### config.mk
export PLATFORM = sky130hd
export DESIGN_NAME = cont_servo_pwm_flat
export DESIGN_NICKNAME = d
export VERILOG_FILES = /design/src/rtl/cont_servo_pwm_pkg.sv /design/src/rtl/cont_servo_pwm_if.sv /design/src/rtl/cont_servo_pwm_frame_ctr.sv /design/src/rtl/cont_servo_pwm.sv /design/src/flat_wrapper.sv
export SDC_FILE = /design/constraint.sdc
export NUM_CORES = 1
export LEC_CHECK = 0
export ABC_AREA = 1
export CAP_MARGIN = 20
export CORE_ASPECT_RATIO = 1.25
export CORE_MARGIN = 2
export CORE_UTILIZATION = 51
export CTS_CLUSTER_DIAMETER = 60
export DETAILED_ROUTE_END_ITERATION = 8
export GPL_TIMING_DRIVEN = 0
export PLACE_DENSITY_LB_ADDON = 0.3
export SYNTH_ARGS = -nofsm -noshare
export SYNTH_HDL_FRONTEND = slang
export SYNTH_SLANG_ARGS = --single-unit
### constraint.sdc
create_clock -name SYSCLK -period 7.5 [get_ports SYSCLK]
set_input_delay 1.5 -clock SYSCLK [delete_from_list [all_inputs] [get_ports SYSCLK]]
set_output_delay 1.5 -clock SYSCLK [all_outputs]
set_load 0.01 [all_outputs]
### src/rtl/cont_servo_pwm_pkg.sv
// Shared definitions for cont_servo_pwm: FSM state type, default frame timing, command-to-width mapping.
package servo_pkg;

  localparam int DEF_FRAME_CYCLES  = 200000;
  localparam int DEF_CENTER_CYCLES = 15000;
  localparam int DEF_STEP_CYCLES   = 39;
  localparam int DEF_MIN_CYCLES    = 10000;
  localparam int DEF_MAX_CYCLES    = 20000;
  localparam int DEF_CMD_W         = 8;
  localparam int DEF_WDOG_FRAMES   = 25;

  typedef enum logic [0:0] {
    S_IDLE = 1'b0,
    S_RUN  = 1'b1
  } state_e;

  function automatic logic [31:0] clamp_width(input int raw, input int lo, input int hi);
    logic [31:0] res;
    if (raw < lo) begin
      res = 32'(lo);
    end else if (raw > hi) begin
      res = 32'(hi);
    end else begin
      res = 32'(raw);
    end
    return res;
  endfunction

  // cmd_sext is the already sign-extended command; the product stays in 32-bit signed range.
  function automatic logic [31:0] cmd_width(input int cmd_sext, input int center, input int step,
                                            input int lo, input int hi);
    return clamp_width(center + (cmd_sext * step), lo, hi);
  endfunction

endpackage

### src/rtl/cont_servo_pwm_if.sv
// Valid/ready speed-command channel from the MSS fabric interface into cont_servo_pwm.
interface cont_servo_pwm_if
  import servo_pkg::*;
#(
  parameter int CMD_W = DEF_CMD_W
);

  logic [CMD_W-1:0] CMD_DATA;
  logic             CMD_VALID;
  logic             CMD_READY;

  modport master (output CMD_DATA, output CMD_VALID, input CMD_READY);
  modport slave  (input CMD_DATA, input CMD_VALID, output CMD_READY);

endinterface

### src/rtl/cont_servo_pwm_frame_ctr.sv
// Frame position counter: steps 0..FRAME_CYCLES-1 while running and parks at 0 whenever the
// stage is idle, so every (re)start begins a full frame.
module servo_frame_ctr #(
  parameter int FRAME_CYCLES = 200000,
  parameter int CNT_W        = $clog2(FRAME_CYCLES)
) (
  input  logic             clk,
  input  logic             rst,
  input  logic             run_i,
  input  logic             run_nxt_i,
  output logic [CNT_W-1:0] cnt_nxt_o,
  output logic             first_o,
  output logic             last_o
);

  localparam logic [CNT_W-1:0] LAST_CNT = CNT_W'(FRAME_CYCLES - 1);

  logic [CNT_W-1:0] cnt_q;
  logic [CNT_W-1:0] cnt_d;

  // Advance only when running in this and the next cycle; a start or stop lands on 0.
  always_comb begin
    cnt_d = {CNT_W{1'b0}};
    if (run_i && run_nxt_i) begin
      if (cnt_q == LAST_CNT) begin
        cnt_d = {CNT_W{1'b0}};
      end else begin
        cnt_d = cnt_q + CNT_W'(1);
      end
    end else begin
      cnt_d = {CNT_W{1'b0}};
    end
  end

  always_ff @(posedge clk) begin
    if (rst) begin
      cnt_q <= {CNT_W{1'b0}};
    end else begin
      cnt_q <= cnt_d;
    end
  end

  assign cnt_nxt_o = cnt_d;
  assign first_o   = run_i && (cnt_q == {CNT_W{1'b0}});
  assign last_o    = run_i && (cnt_q == LAST_CNT);

endmodule

### src/rtl/cont_servo_pwm.sv
// Continuous-rotation servo PWM stage: double-buffered signed speed commands applied at frame
// boundaries. Define SERVO_WDOG_EN to add the command-silence watchdog that forces neutral.
module cont_servo_pwm
  import servo_pkg::*;
#(
  parameter int FRAME_CYCLES  = DEF_FRAME_CYCLES,
  parameter int CENTER_CYCLES = DEF_CENTER_CYCLES,
  parameter int STEP_CYCLES   = DEF_STEP_CYCLES,
  parameter int MIN_CYCLES    = DEF_MIN_CYCLES,
  parameter int MAX_CYCLES    = DEF_MAX_CYCLES,
  parameter int CMD_W         = DEF_CMD_W
`ifdef SERVO_WDOG_EN
  ,
  parameter int WDOG_FRAMES   = DEF_WDOG_FRAMES
`endif
) (
  input  logic             SYSCLK,
  input  logic             SYSRESET,
  cont_servo_pwm_if.slave  cmd_if,
  input  logic             ENABLE,
  output logic             PWM_OUT,
  output logic             FRAME_START,
  output logic [CMD_W-1:0] ACTIVE_CMD,
  output logic             WDOG_TRIP
);

  localparam int          CNT_W    = $clog2(FRAME_CYCLES);
  localparam logic [31:0] CENTER_W = 32'(CENTER_CYCLES);

  state_e           state_q, state_d;
  logic [CMD_W-1:0] pend_q, pend_d;
  logic             pend_vld_q, pend_vld_d;
  logic [CMD_W-1:0] active_q, active_d;
  logic [31:0]      width_q, width_d;
  logic             pwm_q, pwm_d;
  logic             init_q;

  logic [CNT_W-1:0] cnt_nxt_s;
  logic             frame_first_s;
  logic             frame_last_s;
  logic             ready_s;
  logic             hs_s;
  logic             boundary_s;
  logic             load_pend_s;
  logic             wdog_load_s;
  logic [31:0]      pend_width_s;

  servo_frame_ctr #(
    .FRAME_CYCLES (FRAME_CYCLES),
    .CNT_W        (CNT_W)
  ) u_frame_ctr (
    .clk       (SYSCLK),
    .rst       (SYSRESET),
    .run_i     (state_q == S_RUN),
    .run_nxt_i (state_d == S_RUN),
    .cnt_nxt_o (cnt_nxt_s),
    .first_o   (frame_first_s),
    .last_o    (frame_last_s)
  );

  // init_q keeps READY low through reset and the release edge.
  assign ready_s      = init_q && !pend_vld_q;
  assign hs_s         = cmd_if.CMD_VALID && ready_s;
  assign boundary_s   = ENABLE && ((state_q == S_IDLE) || frame_last_s);
  assign load_pend_s  = boundary_s && pend_vld_q;
  assign pend_width_s = cmd_width(int'($signed(pend_q)), CENTER_CYCLES, STEP_CYCLES,
                                  MIN_CYCLES, MAX_CYCLES);

  always_comb begin
    state_d = state_q;
    case (state_q)
      S_IDLE: begin
        if (ENABLE) state_d = S_RUN;
        else        state_d = S_IDLE;
      end
      S_RUN: begin
        if (ENABLE) state_d = S_RUN;
        else        state_d = S_IDLE;
      end
      default: state_d = S_IDLE;
    endcase
  end

  // READY is low whenever pend is full, so a handshake never coincides with a pend load.
  always_comb begin
    pend_d     = pend_q;
    pend_vld_d = pend_vld_q;
    active_d   = active_q;
    width_d    = width_q;
    if (hs_s) begin
      pend_d     = cmd_if.CMD_DATA;
      pend_vld_d = 1'b1;
    end else if (load_pend_s) begin
      pend_vld_d = 1'b0;
    end else begin
      pend_vld_d = pend_vld_q;
    end
    if (load_pend_s) begin
      active_d = pend_q;
      width_d  = pend_width_s;
    end else if (wdog_load_s) begin
      active_d = {CMD_W{1'b0}};
      width_d  = CENTER_W;
    end else begin
      active_d = active_q;
      width_d  = width_q;
    end
  end

  // PWM is computed from next-cycle count/width so the registered pin lines up with cnt.
  assign pwm_d = (state_d == S_RUN) && (32'(cnt_nxt_s) < width_d);

  always_ff @(posedge SYSCLK) begin
    if (SYSRESET) begin
      state_q    <= S_IDLE;
      pend_q     <= {CMD_W{1'b0}};
      pend_vld_q <= 1'b0;
      active_q   <= {CMD_W{1'b0}};
      width_q    <= CENTER_W;
      pwm_q      <= 1'b0;
      init_q     <= 1'b0;
    end else begin
      state_q    <= state_d;
      pend_q     <= pend_d;
      pend_vld_q <= pend_vld_d;
      active_q   <= active_d;
      width_q    <= width_d;
      pwm_q      <= pwm_d;
      init_q     <= 1'b1;
    end
  end

`ifdef SERVO_WDOG_EN
  localparam int              WD_W    = $clog2(WDOG_FRAMES + 1);
  localparam logic [WD_W-1:0] WD_LAST = WD_W'(WDOG_FRAMES - 1);

  logic [WD_W-1:0] wd_cnt_q, wd_cnt_d;
  logic            trip_q, trip_d;

  // Counts boundaries that found pend empty; saturates so every later silent boundary re-trips.
  always_comb begin
    wd_cnt_d    = wd_cnt_q;
    trip_d      = trip_q;
    wdog_load_s = 1'b0;
    if (hs_s) begin
      wd_cnt_d = {WD_W{1'b0}};
      trip_d   = 1'b0;
    end else if (load_pend_s) begin
      wd_cnt_d = {WD_W{1'b0}};
    end else if (boundary_s) begin
      if (wd_cnt_q >= WD_LAST) begin
        wd_cnt_d    = WD_LAST;
        trip_d      = 1'b1;
        wdog_load_s = 1'b1;
      end else begin
        wd_cnt_d = wd_cnt_q + WD_W'(1);
      end
    end else begin
      wd_cnt_d = wd_cnt_q;
    end
  end

  always_ff @(posedge SYSCLK) begin
    if (SYSRESET) begin
      wd_cnt_q <= {WD_W{1'b0}};
      trip_q   <= 1'b0;
    end else begin
      wd_cnt_q <= wd_cnt_d;
      trip_q   <= trip_d;
    end
  end

  assign WDOG_TRIP = trip_q;
`else
  assign wdog_load_s = 1'b0;
  assign WDOG_TRIP   = 1'b0;
`endif

  assign cmd_if.CMD_READY = ready_s;
  assign PWM_OUT          = pwm_q;
  assign FRAME_START      = frame_first_s;
  assign ACTIVE_CMD       = active_q;

endmodule
### src/flat_wrapper.sv
// flat-port wrapper written by rule: the top's interface ports become plain ports
module cont_servo_pwm_flat import servo_pkg::*;
#(
  parameter int FRAME_CYCLES  = DEF_FRAME_CYCLES,
  parameter int CENTER_CYCLES = DEF_CENTER_CYCLES,
  parameter int STEP_CYCLES   = DEF_STEP_CYCLES,
  parameter int MIN_CYCLES    = DEF_MIN_CYCLES,
  parameter int MAX_CYCLES    = DEF_MAX_CYCLES,
  parameter int CMD_W         = DEF_CMD_W

)
  (SYSCLK, SYSRESET, ENABLE, PWM_OUT, FRAME_START, ACTIVE_CMD, WDOG_TRIP, cmd_if_CMD_DATA, cmd_if_CMD_VALID, cmd_if_CMD_READY);
  cont_servo_pwm_if #(.CMD_W(CMD_W)) cmd_if_i ();
  input  logic SYSCLK;
  input  logic SYSRESET;
  input  logic ENABLE;
  output logic PWM_OUT;
  output logic FRAME_START;
  output logic [CMD_W-1:0] ACTIVE_CMD;
  output logic WDOG_TRIP;
  input wire logic [$bits(cmd_if_i.CMD_DATA)-1:0] cmd_if_CMD_DATA;
  input wire logic [$bits(cmd_if_i.CMD_VALID)-1:0] cmd_if_CMD_VALID;
  output wire logic [$bits(cmd_if_i.CMD_READY)-1:0] cmd_if_CMD_READY;
  assign cmd_if_i.CMD_DATA = cmd_if_CMD_DATA;
  assign cmd_if_i.CMD_VALID = cmd_if_CMD_VALID;
  assign cmd_if_CMD_READY = cmd_if_i.CMD_READY;
  cont_servo_pwm #(.FRAME_CYCLES(FRAME_CYCLES), .CENTER_CYCLES(CENTER_CYCLES), .STEP_CYCLES(STEP_CYCLES), .MIN_CYCLES(MIN_CYCLES), .MAX_CYCLES(MAX_CYCLES), .CMD_W(CMD_W)) u_core (.SYSCLK(SYSCLK), .SYSRESET(SYSRESET), .cmd_if(cmd_if_i), .ENABLE(ENABLE), .PWM_OUT(PWM_OUT), .FRAME_START(FRAME_START), .ACTIVE_CMD(ACTIVE_CMD), .WDOG_TRIP(WDOG_TRIP));
endmodule
==> impl_results.md, run 1 <==
- Avg Vias per Cell: 5.33
- DR WL/cell: 13.4 µm
- Hold crit path type: flop to flop
- Gr usage total: 23.4%
- I/O Buffers: 22
- Setup slack, reg-to-reg: 1040 ps
- Cell Pwr Density: 219 mW/mm²
- Post-Place Setup Slack: 1090 ps
- Syn Nets: 787
- Critical Path Max Stage Delay: 540 ps
- Register Area: 0.00140 mm²
- Netlist cell types: 41
- Max-Cap Viols: 0
- Die area: 0.0106 mm²
- Met2 wire len: 6140 µm
- Compound-Gate Fraction of Synth Area: 9.32%
- GP Congestion: 0.863
- Met3 wire length: 239 µm
- First-pass GRT wire length: 20,100 µm
- FILL cells: 871
- Synth warn: 0
- Hold Fails Final Rpt: 0
- Max Used Layer: met4
- Fraction of registers with async set or reset after synthesis: 0%
- Initial Utilization: 52.3%
- Setup slack after layout: 1040 ps
- Reg2reg end: u_core.PWM_OUT$_SDFF_PP0_
- Pleak: 0.00265 µW
- Final net count: 820
- Setup repair bufs after CTS: 0
- H-Tree Depth: 3
- Clock root buffer: clkbuf_16
- Initial antenna violation count: 0
- DRT antenna net count: 0
- Mean post-synth cell area: 7.02 µm²
- Synth top area share: 28.0%
- Post-route cell area: 0.00569 mm²
- Clock-pin slew on the worst setup and hold paths: 50 ps
- Hold path depth: 2
- Simple-Gate Fraction of Synth Area: 34.2%
- Post-synth EDFFs: 0
- Worst Setup Start Kind: flop
- Metal-1 WL: 5010 µm
- Final period util: 86.2%
- Crit-path slowest cell: fa_1
- Mux cell area share after synthesis: 0%
- RSZ-0062 raised after global routing: no
- Routed WL: 11,700 µm
- Clock Tree Buf Depth: 2
- Worst reg2reg startpoint: u_core.pend_q[6]$_SDFFE_PP0P_
- Antenna diodes: 0
- Clk_lat worst skew: 330 ps
- Slew @ Worst Pin: 545 ps
- Count of cells resized by post-cts repair: 0
- Most common cell in the synthesized netlist: nand2_1
- Type of element capturing the critical path: flop
- Post-DP Area: 0.00537 mm²
- CP required: 7770 ps
- Cells taking the most area after synthesis: dfxtp_1 28%, ha_1 13%, nand2_1 13%
- Setup tns final: 0 ps
- TritonCTS clock tree: yes
- CTS sink cnt: 70
- Worst-path fanout max: 9
- Layout cell share with drive strength beyond 1: 7.87%
- Multi-input gate area: 0.00315 mm²
- Post-DP HPWL: 9320 µm
- Tmin final: 6460 ps
- Core ar.: 0.00956 mm²
- Post-synthesis sequential area ratio: 28.0%
- Fmax: 155 MHz
- Max-slew violation count: 0
- Max VDD drop: 0.213 mV
- Hold Crit Endpoint: u_core.width_q[19]$_SDFF_PP0_
- TritonRoute pass-1 iters: 5
- Reg2reg path depth: 36
- Skew final: 4.21 ps
- Via Count: 4,673
- Main combinational cell family by area after synthesis: simple AND/OR/NAND/NOR gates
- Die span in y: 115 µm
- Cell Area, Synth: 0.00500 mm²
- Status: finished, final reports clean
- Setup Viol. Count Final: 0
- Synth Area in XOR/XNOR: 1.93%
- Num CTS Buffers: 9
- Critical path type: flop to flop
- Max_slew headroom: 63.3%
- Vias in the first global route: 4,676
- Rows: 40
- I/O Pins: 24
- Most used cell, CP: nand2_1
- Hold buffer count at CTS: 0
- Layout area overhead: 13.9%
- DRC viols: 0
- Syn Inst Count: 712
- Post-synth top flop: dfxtp_1
- Gr ovfl total: 0
- Initial DRC Count: 246
- Pin count of the biggest net entering global routing: 12
- DIE WIDTH: 92.5 µm
- Hold path start: u_core.width_q[19]$_SDFF_PP0_
- Synth Area in Adders: 17.4%
- Flip-flop and latch count after synthesis: 70
- Largest area contributor in the netlist: dfxtp_1
- Worst EP arrival: 6730 ps
- Top cells by count, synth: 171 x nand2_1, 95 x inv_1, 71 x nor2_1, 70 x dfxtp_1, 52 x ha_1
## critical path: cells and delay by family, from the launching register on
family | cells | cell delay [ps]
fa+ha+maj | 7 | 2600
simple gates | 19 | 1840
compound gates | 5 | 1160
buf+inv | 5 | 430
flops | 1 | 380
## logic make-up after synthesis
kind of cell,count (synthesis)
flip-flops,70
XOR/XNOR,11
adder cells (fa/ha/maj),63
buffers and inverters,118
AND/OR/NAND/NOR,369
other,1
AO/OA/AOI/OAI,80
## placed cells by master (no fill, tap or decap), drive strengths merged, types with 12 or more instances in the layout
master and instances:
nand4 13, clkdlybuf4s50 22, nor3 26, nor2 77, inv 100, clkbuf 24
o21ai 24, nand3 52, dfxtp 70, nor4 12, a21oi 39, ha 52
nand2 185
## layer usage
metal | GRT usage, % | vias to the layer above
met3 | 4.08 | 26
met4 | 9.85 | 0
met5 | 0 | -
met2 | 44.8 | 75
li1 | - | 2402
met1 | 25.0 | 2170
## worst max path at each step
stage                                           end  depth (start not counted)  slack, ps                           from
after detailed placement  u_core.PWM_OUT$_SDFF_PP0_                         38       1090  u_core.pend_q[6]$_SDFFE_PP0P_
after CTS                 u_core.PWM_OUT$_SDFF_PP0_                         38       1050  u_core.pend_q[6]$_SDFFE_PP0P_
after global placement    u_core.PWM_OUT$_SDFF_PP0_                         36       1240  u_core.pend_q[6]$_SDFFE_PP0P_
after global routing      u_core.PWM_OUT$_SDFF_PP0_                         37        490  u_core.pend_q[6]$_SDFFE_PP0P_
final                     u_core.PWM_OUT$_SDFF_PP0_                         36       1040  u_core.pend_q[6]$_SDFFE_PP0P_
after floorplan           u_core.PWM_OUT$_SDFF_PP0_                         38       1810  u_core.pend_q[6]$_SDFFE_PP0P_
## state kept, by name (all words and copies together) (netlist names)
name and flops:
u_core.width_q 32, u_core.u_frame_ctr.cnt_q 18, u_core.ACTIVE_CMD 8, u_core.pend_q 8, u_core.PWM_OUT 1, u_core.init_q 1, u_core.pend_vld_q 1, u_core.state_q 1
## metrics by stage
stage          power, µW  hold slack [ps]  utilization (%)  cells
2_1_floorplan        717              415                -    712
3_3_place_gp         789              426             56.2    860
3_5_place_dp         802              426             56.2    860
4_1_cts             1250              435             59.5    876
5_1_grt             1330              458             59.5    876
6_report            1240              433             59.5    876
## layout make-up
cell class	instances	share of cell area, %
multi-input cells	524	55.3
flip-flops and latches	70	24.6
inverters	102	6.73
clock buffers	12	4.33
repair buffers	22	3.87
well taps	126	2.77
clock inverters	4	1.23
plain buffers	16	1.14
## report_power, final
group / leakage (µW) / internal [µW] / switching (µW) / total, µW
sequential: 0.000567 / 381 / 6.67 / 388
combinational: 0.00193 / 140 / 270 / 410
clock: 0.000157 / 299 / 148 / 447
total: 0.00265 / 820 / 424 / 1240
No activity file was read; power rests on OpenSTA's default activity.
==> run 2, diff against run 1 <==
--- a/config.mk
+++ b/config.mk
@@ -5,7 +5,6 @@
 export SDC_FILE = /design/constraint.sdc
 export NUM_CORES = 1
 export LEC_CHECK = 0
-export ABC_AREA = 1
 export CAP_MARGIN = 20
 export CORE_ASPECT_RATIO = 1.25
 export CORE_MARGIN = 2
==> run 2 against run 1 <==
Maximum frequency fell by 13%. Core utilization up 5.9 points. Synthesized area fell by 1.1%. Global-route usage grew 1.2 points. Sequential share of layout area fell by 1.9 points. Clock skew increased by 0.94 ps.
==> impl_results.md, run 2 <==
- Status: finished, final reports clean
- Netlist cell types: 79
- Rows: 40
- CTS sink cnt: 70
- Biggest regs: u_core.width_q (32), u_core.u_frame_ctr.cnt_q (18)
- Initial DRC Count: 217
- Worst Setup Start Kind: flop
- Die area: 0.0105 mm²
- Pleak: 0.00255 µW
- Most used cell, CP: ha_4
- Die span in y: 114 µm
- Syn Inst Count: 579
- Clock-pin slew on the worst setup and hold paths: 60 ps
- Largest area contributor in the netlist: dfxtp_1
- Syn Nets: 654
- Commonest cells after routing, fill and taps aside: 65 x dfxtp_1, 59 x nand2_1, 45 x ha_1
- Flip-flop and latch count after synthesis: 70
- Commonest non-fill, non-tap cell in the layout: dfxtp_1
- Post-synth top flop: dfxtp_1
- DIE WIDTH: 92.0 µm
- DP Cell Count: 726
- Max-Cap Viols: 0
- GP Congestion: 0.893
- Fraction of registers with async set or reset after synthesis: 0%
- Setup slack after layout: 36.6 ps
- Most common cell in the synthesized netlist: dfxtp_1
- H-Tree Depth: 3
- Gr ovfl total: 0
- Pin count of the biggest net entering global routing: 14
- TritonCTS clock tree: yes
- Post-DP HPWL: 9200 µm
- Tmin final: 7460 ps
- Total Power: 1230 µW
- Utilization after layout: 65.4%
- Final net count: 718
- Post-synthesis sequential area ratio: 28.4%
- Layout area overhead: 26.0%
- Critical Path Max Stage Delay: 520 ps
- Mean post-synth cell area: 8.53 µm²
- Top reg by flops: u_core.width_q
- Post-Place Setup Slack: -755 ps
- Met3 wire length: 422 µm
- Skew final: 5.15 ps
- Initial Utilization: 52.0%
- DR WL/cell: 16.9 µm
- TritonRoute pass-1 iters: 5
- Core ar.: 0.00951 mm²
- Via Count: 4,541
- Initial antenna violation count: 0
- Final period util: 99.5%
- Finished Layout Cells: 774
- First-pass GRT wire length: 20,800 µm
- Gr usage total: 24.6%
- Antenna diodes: 0
- Synth warn: 0
- DRC viols: 0
- Critical path type: flop to flop
- Crit path buf inv count: 7
- Largest delay contributor family on the critical path: compound AO/OA/AOI/OAI gates
- Cell Area, Synth: 0.00494 mm²
- I/O Pins: 24
- Avg Vias per Cell: 5.87
- Type of element capturing the critical path: flop
- Layout cell share with drive strength beyond 1: 17.7%
- Setup Viol. Count Final: 0
- Max Used Layer: met4
- Metal-1 WL: 5100 µm
- Routed WL: 13,100 µm
- Hold crit path type: flop to flop
- Met2 wire len: 6990 µm
- Top cells by count, synth: 70 x dfxtp_1, 60 x nand2_1, 52 x ha_1, 44 x nor2_1, 40 x inv_1
- Num CTS Buffers: 9
- Fmax: 134 MHz
- Post-synth EDFFs: 0
- Max_slew headroom: 55.2%
- Cell Pwr Density: 198 mW/mm²
- Clock root buffer: clkbuf_16
- Largest register FFs: 32
- DRT antenna net count: 0
- Worst-path fanout max: 7
- I/O Buffers: 21
- Cells taking the most area after synthesis: dfxtp_1 28%, ha_1 13%, nand2_1 4.6%
- Synth top area share: 28.4%
- Vias in the first global route: 4,480
- Worst EP arrival: 7680 ps
- Slew @ Worst Pin: 669 ps
- Max VDD drop: 0.132 mV
- Hold Fails Final Rpt: 0
- Clock Tree Buf Depth: 2
- Max-slew violation count: 0
- Clk_lat worst skew: 330 ps
- RSZ-0062 raised after global routing: yes
- CP required: 7710 ps
- Crit-path slowest cell: fa_1
run 2: final cells by class:
type / count / area (µm²)
clock buffer: 10 / 229
tap: 126 / 158
fill: 782 / 3290
timing repair buffer: 53 / 448
multi-input combinational: 447 / 3610
clock inverter: 6 / 93.8
buffer: 22 / 118
inverter: 40 / 156
sequential: 70 / 1420
run 2: metal layers:
metal  up-vias  GRT usage [%]
li1       2201              -
met1      2186           26.4
met2       100           47.1
met3        54           4.16
met4         0           10.7
met5         -              0
run 2: path summary, 6_finish.rpt:
path | startpoint | slack, ps | endpoint | depth (start not counted)
setup reg to reg | u_core.pend_q[6]$_SDFFE_PP0P_ | 40 | u_core.PWM_OUT$_SDFF_PP0_ | 32
hold / removal | u_core.ACTIVE_CMD[7]$_SDFFE_PP0P_ | 450 | u_core.ACTIVE_CMD[7]$_SDFFE_PP0P_ | 2
hold reg to reg | u_core.ACTIVE_CMD[7]$_SDFFE_PP0P_ | 450 | u_core.ACTIVE_CMD[7]$_SDFFE_PP0P_ | 2
setup / recovery | u_core.pend_q[6]$_SDFFE_PP0P_ | 40 | u_core.PWM_OUT$_SDFF_PP0_ | 32
run 2: cells by family after synthesis:
kind of cell	synth area share, %
other	0.0759
multiplexers	0.203
XOR/XNOR	7.57
flip-flops	28.4
AND/OR/NAND/NOR	21.0
AO/OA/AOI/OAI	19.9
adder cells (fa/ha/maj)	17.6
buffers and inverters	5.24
run 2: repair_timing:
action	in CTS	in global routing
resized for setup	17	47
setup buffers	8	23
hold buffers	0	0
endpoints found under the setup margin	1	1
pin swaps	13	33
cloned	0	1
run 2: power by group:
part	internal, µW	switching, µW
Sequential	378	7.78
Clock	294	168
Combinational	168	216
Total	840	392
run 2: worst register-to-register path, delay by kind of cell, from the launching register on:
kind | cells | cell delay, ps
AO/OA/AOI/OAI | 13 | 2890
adder cells (fa/ha/maj) | 7 | 2250
AND/OR/NAND/NOR | 4 | 920
buffers and inverters | 7 | 660
flip-flops | 1 | 380
XOR/XNOR | 1 | 250
run 2: stage by stage:
step | TNS [ps] | hold slack, ps | cell area, µm²
finish | 0 | 454 | 6220
floorplan | 0 | 422 | 4940
global placement | -517 | 439 | 5310
CTS | 0 | 456 | 5790
detailed placement | -755 | 446 | 5310
global route | -310 | 471 | 6220
==> run 3, diff against run 2 <==
==> constraint.sdc (replaced) <==
create_clock -name SYSCLK -period 6.13 [get_ports SYSCLK]
set_input_delay 1.226 -clock SYSCLK [delete_from_list [all_inputs] [get_ports SYSCLK]]
set_output_delay 1.226 -clock SYSCLK [all_outputs]
set_load 0.01 [all_outputs]
==> run 3 against run 2 <==
The run now ends with setup timing left. Global-route usage down 0.74 points. First-iteration DRC count up 14%. Design area increased by 0.36%. Critical endpoint unchanged. Largest cell class unchanged. Critical path type unchanged. Highest routed layer unchanged.
==> impl_results.md, run 3 (same netlist as run 2, synthesis figures left out) <==
- Routed WL: 12,600 µm
- Pin count of the biggest net entering global routing: 14
- RSZ-0062 raised after global routing: yes
- Critical Path Max Stage Delay: 500 ps
- Critical path type: flop to flop
- Initial DRC Count: 247
- DRC viols: 0
- DIE WIDTH: 92.0 µm
- H-Tree Depth: 3
- Utilization after layout: 65.7%
- Avg Vias per Cell: 5.77
- Cell Pwr Density: 231 mW/mm²
- Fmax: 138 MHz
- Layout area overhead: 26.4%
- Clk_lat worst skew: 330 ps
- Multi-input gate area: 0.00371 mm²
- Via Count: 4,412
- Most used cell, CP: ha_4
- Initial Utilization: 52.0%
- Hold path start: u_core.width_q[17]$_SDFF_PP0_
- Failing checks: setup timing
- Gr usage total: 23.9%
- Post-DP HPWL: 9170 µm
- Setup Viol. Count Final: 1
- Hold crit path type: flop to flop
- Setup tns final: -1090 ps
- Biggest regs: u_core.width_q (32), u_core.u_frame_ctr.cnt_q (18)
- Clock-pin slew on the worst setup and hold paths: 60 ps
- Slew @ Worst Pin: 630 ps
- Crit-path slowest cell: fa_1
- Type of element capturing the critical path: flop
- Register Area: 0.00142 mm²
- Clock root buffer: clkbuf_16
- Max_slew headroom: 57.7%
- Largest register FFs: 32
- TritonRoute pass-1 iters: 4
- Tmin final: 7220 ps
- DRT antenna net count: 0
- Initial antenna violation count: 0
- Worst-path fanout max: 10
- Max-Cap Viols: 0
- Worst reg2reg startpoint: u_core.pend_q[6]$_SDFFE_PP0P_
- Worst EP arrival: 7450 ps
- Die span in y: 114 µm
- TritonCTS clock tree: yes
- Max VDD drop: 0.141 mV
- Setup slack after layout: -1090 ps
- I/O Pins: 24
- FILL cells: 761
- Rows: 40
- GP Congestion: 0.900
- Reg2reg path depth: 32
- Commonest cells after routing, fill and taps aside: 65 x dfxtp_1, 60 x nand2_1, 44 x nor2_1
- Max-slew violation count: 0
- Setup slack, reg-to-reg: -1090 ps
- Clock Tree Buf Depth: 2
- Layout cell share with drive strength beyond 1: 17.7%
- Top reg by flops: u_core.width_q
- Status: finished, violations left
- Worst Setup Start Kind: flop
- Finished Layout Cells: 764
- Num CTS Buffers: 9
- Reg2reg end: u_core.PWM_OUT$_SDFF_PP0_
- Hold Crit Endpoint: u_core.width_q[17]$_SDFF_PP0_
- Core ar.: 0.00951 mm²
- Skew final: 9.98 ps
- CP required: 6350 ps
- Final net count: 708
- Gr ovfl total: 0
- Hold buffer count at CTS: 0
- DP Cell Count: 726
- Commonest non-fill, non-tap cell in the layout: dfxtp_1
- Vias in the first global route: 4,320
- Final period util: 118%
- Hold WS: 452 ps
- Pleak: 0.00251 µW
- I/O Buffers: 21
- Hold Fails Final Rpt: 0
- Die area: 0.0105 mm²
- CTS sink cnt: 70
- First-pass GRT wire length: 20,200 µm
- DR WL/cell: 16.4 µm
- Antenna diodes: 0
- Hold path depth: 2
==> run 3: worst max-delay path: cells and delay by family, from the launching register on <==
| kind | cells | cell delay [ps] |
|---|---|---|
| xor+xnor | 1 | 130 |
| fa+ha+maj | 7 | 2270 |
| buf+inv | 6 | 490 |
| simple gates | 5 | 1100 |
| compound gates | 13 | 2720 |
| flops | 1 | 400 |
==> run 3: layout make-up <==
type                       count  share of cell area, %
tap                          126                   2.52
inverter                      40                   2.48
sequential                    70                   22.7
buffer                        22                   1.88
clock buffer                  10                   3.83
timing repair buffer          43                   6.01
multi-input combinational    447                   59.5
clock inverter                 6                   1.08
==> run 3: worst max path at each step <==
stage                             startpoint                   endpoint  slack [ps]  depth (start not counted)
2_1_floorplan  u_core.pend_q[6]$_SDFFE_PP0P_  u_core.PWM_OUT$_SDFF_PP0_        -440                         34
3_3_place_gp   u_core.pend_q[3]$_SDFFE_PP0P_  u_core.PWM_OUT$_SDFF_PP0_       -1070                         31
3_5_place_dp   u_core.pend_q[3]$_SDFFE_PP0P_  u_core.PWM_OUT$_SDFF_PP0_       -1230                         29
4_1_cts        u_core.pend_q[4]$_SDFFE_PP0P_  u_core.PWM_OUT$_SDFF_PP0_       -1040                         31
5_1_grt        u_core.pend_q[3]$_SDFFE_PP0P_  u_core.PWM_OUT$_SDFF_PP0_       -1380                         31
6_report       u_core.pend_q[6]$_SDFFE_PP0P_  u_core.PWM_OUT$_SDFF_PP0_       -1090                         32
==> run 3: timing repair <==
item,in CTS,in global routing
gates cloned,0,0
pin swaps,4,33
setup buffers,4,18
setup endpoints to repair,1,1
gates resized for setup,12,32
==> run 3: power by group <==
part / internal, µW / switching (µW) / total (µW)
clock network: 328 / 205 / 533
registers: 462 / 9.78 / 472
logic: 180 / 254 / 434
total: 971 / 469 / 1440
==> run 3: metrics by stage <==
stage               setup slack [ps]  total power, µW  cell area, µm²
floorplan                       -437              754            5130
global placement               -1070              825            5500
detailed placement             -1230              835            5500
CTS                            -1040             1390            5920
global route                   -1380             1500            6250
finish                         -1090             1440            6250
==> run 3: routing by layer <==
metal | GRT usage (%) | up-vias | routed length, µm
met2 | 46.3 | 63 | 6850
met4 | 9.25 | 0 | 347
met3 | 2.91 | 23 | 262
met5 | 0 | - | 0
li1 | - | 2186 | -
met1 | 26.3 | 2140 | 5110
